$ cat src/rtl/key_command_decoder.sv
// PS/2 scan-byte parser turning arrow / grip / home keys into one-cycle command
// pulses, with typematic-style auto-repeat of the most recently pressed direction.
module key_command_decoder #(
  parameter int REPEAT_DELAY   = 6250000,
  parameter int REPEAT_PERIOD  = 1250000,
  parameter int PREFIX_TIMEOUT = 125000
) (
  input  logic       clk,
  input  logic       reset,
  input  logic [7:0] scan,
  input  logic       check,
  output logic [2:0] cmd,
  output logic       cmd_valid,
  output logic [2:0] held
);

  localparam int RMAX = (REPEAT_DELAY > REPEAT_PERIOD) ? REPEAT_DELAY : REPEAT_PERIOD;
  localparam int RW   = $clog2(RMAX + 1);
  localparam int TW   = $clog2(PREFIX_TIMEOUT + 1);

  localparam logic [RW-1:0] R_DELAY  = RW'(REPEAT_DELAY);
  localparam logic [RW-1:0] R_PERIOD = RW'(REPEAT_PERIOD);
  localparam logic [RW-1:0] R_ONE    = RW'(1);
  localparam logic [TW-1:0] T_LAST   = TW'(PREFIX_TIMEOUT - 1);
  localparam logic [TW-1:0] T_ONE    = TW'(1);

  localparam logic [7:0] B_EXT = 8'hE0;
  localparam logic [7:0] B_BRK = 8'hF0;

  typedef enum logic [1:0] {IDLE, EXT, BRK, EXT_BRK} state_t;

  state_t        state;
  logic [RW-1:0] rcnt;
  logic [TW-1:0] tcnt;

  logic [2:0] key;
  logic       is_ext, is_brk, is_prefix, is_dir;
  logic       do_make, do_brk, new_dir, expire;

  function automatic logic [2:0] map_code(input logic ext, input logic [7:0] b);
    map_code = 3'd0;
    if (ext) begin
      case (b)
        8'h75:   map_code = 3'd1;
        8'h72:   map_code = 3'd2;
        8'h6B:   map_code = 3'd3;
        8'h74:   map_code = 3'd4;
        default: map_code = 3'd0;
      endcase
    end else begin
      case (b)
        8'h1D:   map_code = 3'd1;
        8'h1B:   map_code = 3'd2;
        8'h1C:   map_code = 3'd3;
        8'h23:   map_code = 3'd4;
        8'h29:   map_code = 3'd5;
        8'h2D:   map_code = 3'd6;
        default: map_code = 3'd0;
      endcase
    end
  endfunction

  // Prefix bytes only steer the parser from IDLE/EXT; after F0 every byte is a key.
  always_comb begin
    is_ext    = (state == EXT) || (state == EXT_BRK);
    is_brk    = (state == BRK) || (state == EXT_BRK);
    is_prefix = ((state == IDLE) || (state == EXT)) && ((scan == B_EXT) || (scan == B_BRK));
    key       = map_code(is_ext, scan);
    is_dir    = (key != 3'd0) && (key <= 3'd4);
    do_make   = check && !is_prefix && !is_brk && (key != 3'd0);
    do_brk    = check && is_brk && is_dir && (key == held);
    new_dir   = do_make && is_dir && (key != held);
    expire    = (held != 3'd0) && (rcnt == R_ONE);
  end

  always_ff @(posedge clk) begin
    if (reset) begin
      state     <= IDLE;
      rcnt      <= '0;
      tcnt      <= '0;
      held      <= 3'd0;
      cmd       <= 3'd0;
      cmd_valid <= 1'b0;
    end else begin
      cmd       <= 3'd0;
      cmd_valid <= 1'b0;

      if (check) begin
        tcnt <= '0;
        case (state)
          IDLE:    state <= (scan == B_EXT) ? EXT : (scan == B_BRK) ? BRK : IDLE;
          EXT:     state <= (scan == B_EXT) ? EXT : (scan == B_BRK) ? EXT_BRK : IDLE;
          default: state <= IDLE;
        endcase
      end else if (state != IDLE) begin
        if (tcnt == T_LAST) begin
          state <= IDLE;
          tcnt  <= '0;
        end else begin
          tcnt <= tcnt + T_ONE;
        end
      end

      // A fresh direction overrides any expiry; grip/home replace the expiry pulse only.
      if (do_brk) begin
        held <= 3'd0;
        rcnt <= '0;
      end else if (new_dir) begin
        held      <= key;
        rcnt      <= R_DELAY;
        cmd       <= key;
        cmd_valid <= 1'b1;
      end else begin
        if (expire) begin
          rcnt      <= R_PERIOD;
          cmd       <= held;
          cmd_valid <= 1'b1;
        end else if (held != 3'd0) begin
          rcnt <= rcnt - R_ONE;
        end
        if (do_make && !is_dir) begin
          cmd       <= key;
          cmd_valid <= 1'b1;
        end
      end
    end
  end

endmodule
$ cat config.mk
export PLATFORM = sky130hd
export DESIGN_NAME = key_command_decoder
export DESIGN_NICKNAME = d
export VERILOG_FILES = /design/src/rtl/key_command_decoder.sv
export SDC_FILE = /design/constraint.sdc
export NUM_CORES = 1
export LEC_CHECK = 0
export CORE_AREA = 2 2 75 77
export DETAILED_ROUTE_END_ITERATION = 7
export DIE_AREA = 0 0 77 79
export PLACE_DENSITY_LB_ADDON = 0.12
export SLEW_MARGIN = 20
export SYNTH_ARGS = -nofsm -noshare
export SYNTH_HDL_FRONTEND = slang
export SYNTH_SLANG_ARGS = --single-unit
export TNS_END_PERCENT = 50
$ cat constraint.sdc
create_clock -name clk -period 3.32 [get_ports clk]
set_input_delay 0.664 -clock clk [delete_from_list [all_inputs] [get_ports clk]]
set_output_delay 0.664 -clock clk [all_outputs]
set_load 0.1 [all_outputs]
# Word level (Yosys, flattened, before mapping)

Cells that the tools add are included.

Input bits: 11
Register bits after elaboration: 49

Eq/ne operators: 19
Reductions and logical operators: 32
Order comparisons: 1
Add/sub/neg operators: 2
Mux-type cells: 21

Operators with widths:

| kind                                                 | count |
|---|---|
| two-way mux 23 bit                                   | 3 |
| equality test 8 x 7 -> 1 bit, second input constant  | 4 |
| equality test 8 x 5 -> 1 bit, second input constant  | 3 |
| equality test 8 x 6 -> 1 bit, second input constant  | 3 |
| equality test 23 x 1 -> 1 bit, second input constant | 1 |
| subtractor 23 x 1 -> 23 bit, second input constant   | 1 |
| case mux 3 bit (6 select lines)                      | 1 |
| adder 17 x 1 -> 17 bit, second input constant        | 1 |
| equality test 17 bit, second input constant          | 1 |
| two-way mux 17 bit                                   | 1 |
| equality test 8 bit, second input constant           | 2 |
| two-way mux 2 bit                                    | 7 |
| logical AND 1 bit                                    | 12 |
| two-way mux 3 bit                                    | 4 |
| case mux 3 bit (4 select lines)                      | 1 |
| nonzero test 3 bit                                   | 3 |
| nonzero test 2 bit                                   | 4 |
| equality test 2 bit, second input constant           | 2 |
| logical OR 1 bit                                     | 4 |
| case mux 2 bit (2 select lines)                      | 1 |
| OR reduction 2 bit                                   | 2 |
| OR reduction 4 bit                                   | 1 |
| equality test 3 bit                                  | 1 |
| <= comparator 3 bit, second input constant           | 1 |
| 7 further kinds                                      | 11 |

# Longest topological paths before layout

Depth after elaboration: 10
Depth in mapped cells: 12

# Worst setup path before layout

No wires, ideal clock.

Path type: input to register
Start: in scan[6]
End: reg cmd_valid
Cell stages on the path: 12
Arrival: 3.007 ns
Path buffers: 2
Slack: 0.243 ns
Data required time: 3.250 ns
Cells stage by stage: nor3_2 -> nand2_1 -> o32ai_2 -> nor2_1 -> ha_1 -> or4b_1 -> clkbuf_1 -> nor2_2 -> o31ai_2 -> nor2b_1 -> clkbuf_1 -> a21oi_1

Cells in the longest elaborated chain, start to end: 10

Ends and longest elaborated chain:

| item                                                                         | RTL line | text |
|---|---|---|
| start: declaration                                                           | 10       | `input logic [7:0] scan,` |
| parallel branches: the longest is 10 deep, another holds <= comparator 3 bit | --       |  |
| end signal: assignment                                                       | 112      | `cmd_valid <= 1'b1;` |
| end signal: assignment                                                       | 117      | `cmd_valid <= 1'b1;` |
| end signal: assignment                                                       | 123      | `cmd_valid <= 1'b1;` |
| end: declaration                                                             | 13       | `output logic cmd_valid,` |

Several ways; the timed one is not identified.
A chain may end at the register's enable or synchronous reset.

# Worst setup path after layout

Start: in scan[4]
End: reg cmd_valid

Same word-level chain as after synthesis.

==> flow_summary_export.csv <==
group,metric,value,unit
floorplanning,initial_utilization,48.5,%
yosys,synth_edf_count,0,
clock_tree,tritoncts,"yes",
yosys,syn_inst,307,
sta,period_share,92.9,%
global_routing,grt_pass1_wl,9.50,mm
cells_and_area,diodes,0,
route,first_iter_violations,75,
yosys,yosys_warnings,0,
global_routing,grt_use_met3,3.41,%
critical_path,crit_path_end_kind,"flip-flop",
global_routing,use_met1,25.5,%
cells_and_area,final_layout_size_suffix_gt1_share,17.1,%
clock_tree,clkTransAtPathRegs,0.09,ns
cells_and_area,area_growth,18.9,%
yosys,synth_ff_type,"dfxtp_1",
power_and_ir_drop,pwr_density_cell,334,nW/um^2
yosys,ys_top_cells_by_count,"nor2_1, dfxtp_1, a21oi_1, xor2_1, nand2_1",
yosys,synth.area.top_cells,"dfxtp_1, nor2_1, xor2_1",
clock_tree,clock_latency,0.30,ns
global_routing,grt-busiest-layer,"met2",
route,totalWireLength,5.35,mm
placement,place_area,2970,sq um
floorplanning,die_w,77,um
cells_and_area,final.fill_count,513,
floorplanning,rows,27,
power_and_ir_drop,p_leak,1.14,nW
cells_and_area,layout.nets,359,
clock_tree,cts_hold_buf,0,
yosys,synth.top_cell.area_share,37.9,%
clock_tree,clkSinkCount,49,
critical_path,critical_path.slowest_cell,"clkdlybuf4s50_1",
global_routing,grt_pass1_vias,2093,
floorplanning,die_h,79,um
cells_and_area,fin_area,3080,sq um
global_routing,grt-ovfl-total,0,
global_routing,grt_antenna_before_repair,0,
clock_tree,cts_buffers,5,
hold_path,holdCritPathClass,"reg -> reg",
clock_tree,root_buffer,"clkbuf_8",
sta,hold_violations,0,
global_routing,gr-usage-met2,31.2,%
sta,drv_slew,0,
floorplanning,die-area,6080,sq um
sta,slew_headroom,35.6,%
yosys,ys_seq_elements,49,
sta,skew,0.00482,ns
yosys,synth.avg_cell_area,8.43,sq um
job,drv_cap,0,
route,firstDrtPassIters,4,
sta,hold_ws,0.523,ns
yosys,synth_most_common_cell,"nor2_1",
critical_path,worst-path-buf-inv,1,
global_routing,grt_max_degree,22,
critical_path,start_kind,"input pin",
sta,rsz0062_at_grt,"false",
route,final_antenna_net_count,0,
yosys,async_flop_share,0,%
critical_path,critPathArrivalTime,3.32,ns
route,wl_per_cell,12.8,um
yosys,yosysUniqueCellTypes,53,
critical_path,cpPeakStageDelay,0.55,ns
placement,gp_congestion,0.825,
route,vias,2196,
floorplanning,pin_count,18,
placement,port_buffers,17,
yosys,syn-num-nets,322,
route,drc,0,
route,viasPerCell,5.27,
outcome,status,"completed",
sta,finalCriticalPeriod,3.09,ns
yosys,synth_area,2590,sq um
yosys,ys_seq_area_share,37.9,%
critical_path,path_max_fanout,7,
sta,fmax,0.324,GHz
sta,max_slew.worst_pin.slew,0.963,ns
yosys,yosys.area.top_type,"dfxtp_1",
sta,finalSetupViolations,0,
critical_path,crit_required,3.55,ns
sta,finalWorstSetupSlack,0.235,ns
critical_path,worst-setup-path-type,"in -> reg",
placement,pre_cts_ws,-0.184,ns
critical_path,reg2reg_slack,0.67,ns
clock_tree,htreeDepth,2,
floorplanning,core_area,5340,sq um
placement,dp_hpwl,3.96,mm
global_routing,grtUsageTotal,18.8,%
power_and_ir_drop,ir_worst_vdd,0.235,mV
critical_path,path_cells,"clkdlybuf4s50_1, nor4bb_2, a31oi_1, o32ai_2, nor2_1, ha_1, or4b_1, nor2_2, o31ai_2, nor2b_1, a21oi_1",
critical_path,cp_top_family,"simple AND/OR/NAND/NOR gates",
clock_tree,clk_path_buf_depth,2,
[cell type report]
type                            count  area, sq um  area share, %
Clock buffer                        6         82.6           2.68
Clock inverter                      2         13.8          0.447
Tap cell                           72         90.1           2.93
Multi-Input combinational cell    240         1550           50.3
Sequential cell                    49          981           31.9
Timing Repair Buffer               40          333           10.8
Inverter                            8         30.0          0.976
[registers in the layout (all words and copies together) (netlist names)]
| name | flops |
|---|---|
| held | 3 |
| tcnt | 17 |
| cmd | 3 |
| state | 2 |
| rcnt | 23 |
| cmd_valid | 1 |
[power breakdown]
part	total (mW)	internal (mW)	switching, mW
Clock	0.367	0.169	0.197
Combinational	0.0722	0.0346	0.0376
Sequential	0.590	0.588	0.00128
Total	1.03	0.792	0.236
[kinds of logic (layout without fill, tap and decap cells)]
family	Yosys count	count (layout)	share of synthesized area, %
muxes	4	4	1.55
AOI/OAI and AO/OA	50	50	13.2
buffers and inverters	18	56	3.05
adders and majority gates	4	4	1.93
DFF	49	49	37.9
xor gates and xnor gates	33	33	11.2
and+or+nand+nor	149	149	31.2
[cells in the final DEF, fill, tap and decap left out, types with 3 or more instances in the layout]
master,count
nor2_1,53
dfxtp_1,49
buf_4,27
a21oi_1,21
xor2_1,19
nand2_1,18
xnor2_1,14
nand3_1,13
nor3_1,13
clkdlybuf4s50_1,13
inv_1,8
clkbuf_8,6
or2_2,5
nand4_1,5
nor4_1,5
mux2i_1,4
o21ai_1,4
o21ai_0,4
ha_1,4
nor3_2,3
nor2b_1,3
o211ai_1,3
nor4b_1,3
a211o_1,3
or4_4,3
nand2b_1,3
a211oi_1,3
[through the flow]
step	power (mW)	setup TNS (ns)	cells	util (%)
floorplan	0.638	0	307	-
global placement	0.673	-0.689	409	55.6
detailed placement	0.673	-1.99	409	55.6
CTS	1.04	0	417	57.4
global route	1.07	0	417	57.6
finish	1.03	0	417	57.6
[routing by layer]
metal | wire length [um] | vias to the layer above
met3 | 143 | 6
met4 | 59 | 0
met2 | 2390 | 34
met5 | 0 | -
li1 | - | 1153
met1 | 2760 | 1003
[worst register-to-register path: stages, from the launching register on]
cell	delay, ns
dfxtp_1	0.35
or4_4	0.54
or4_4	0.48
nor3_4	0.50
o21ai_2	0.11
o41ai_2	0.35
nand2_1	0.09
a21oi_1	0.16
[worst paths after layout]
path | startpoint | to | cells after the start
setup / recovery | scan[4] | cmd_valid | 11
hold / removal | tcnt[15] | tcnt[15] | 2
setup reg to reg | rcnt[4] | cmd[0] | 7
hold reg to reg | tcnt[15] | tcnt[15] | 2
[timing repair]
item / CTS / global route
resized for setup: 0 / 3
endpoints found under the hold margin: 0 / 0
endpoints found under the setup margin: 0 / 12
setup buffers: 0 / 0
(Power assumes the default switching activity.)
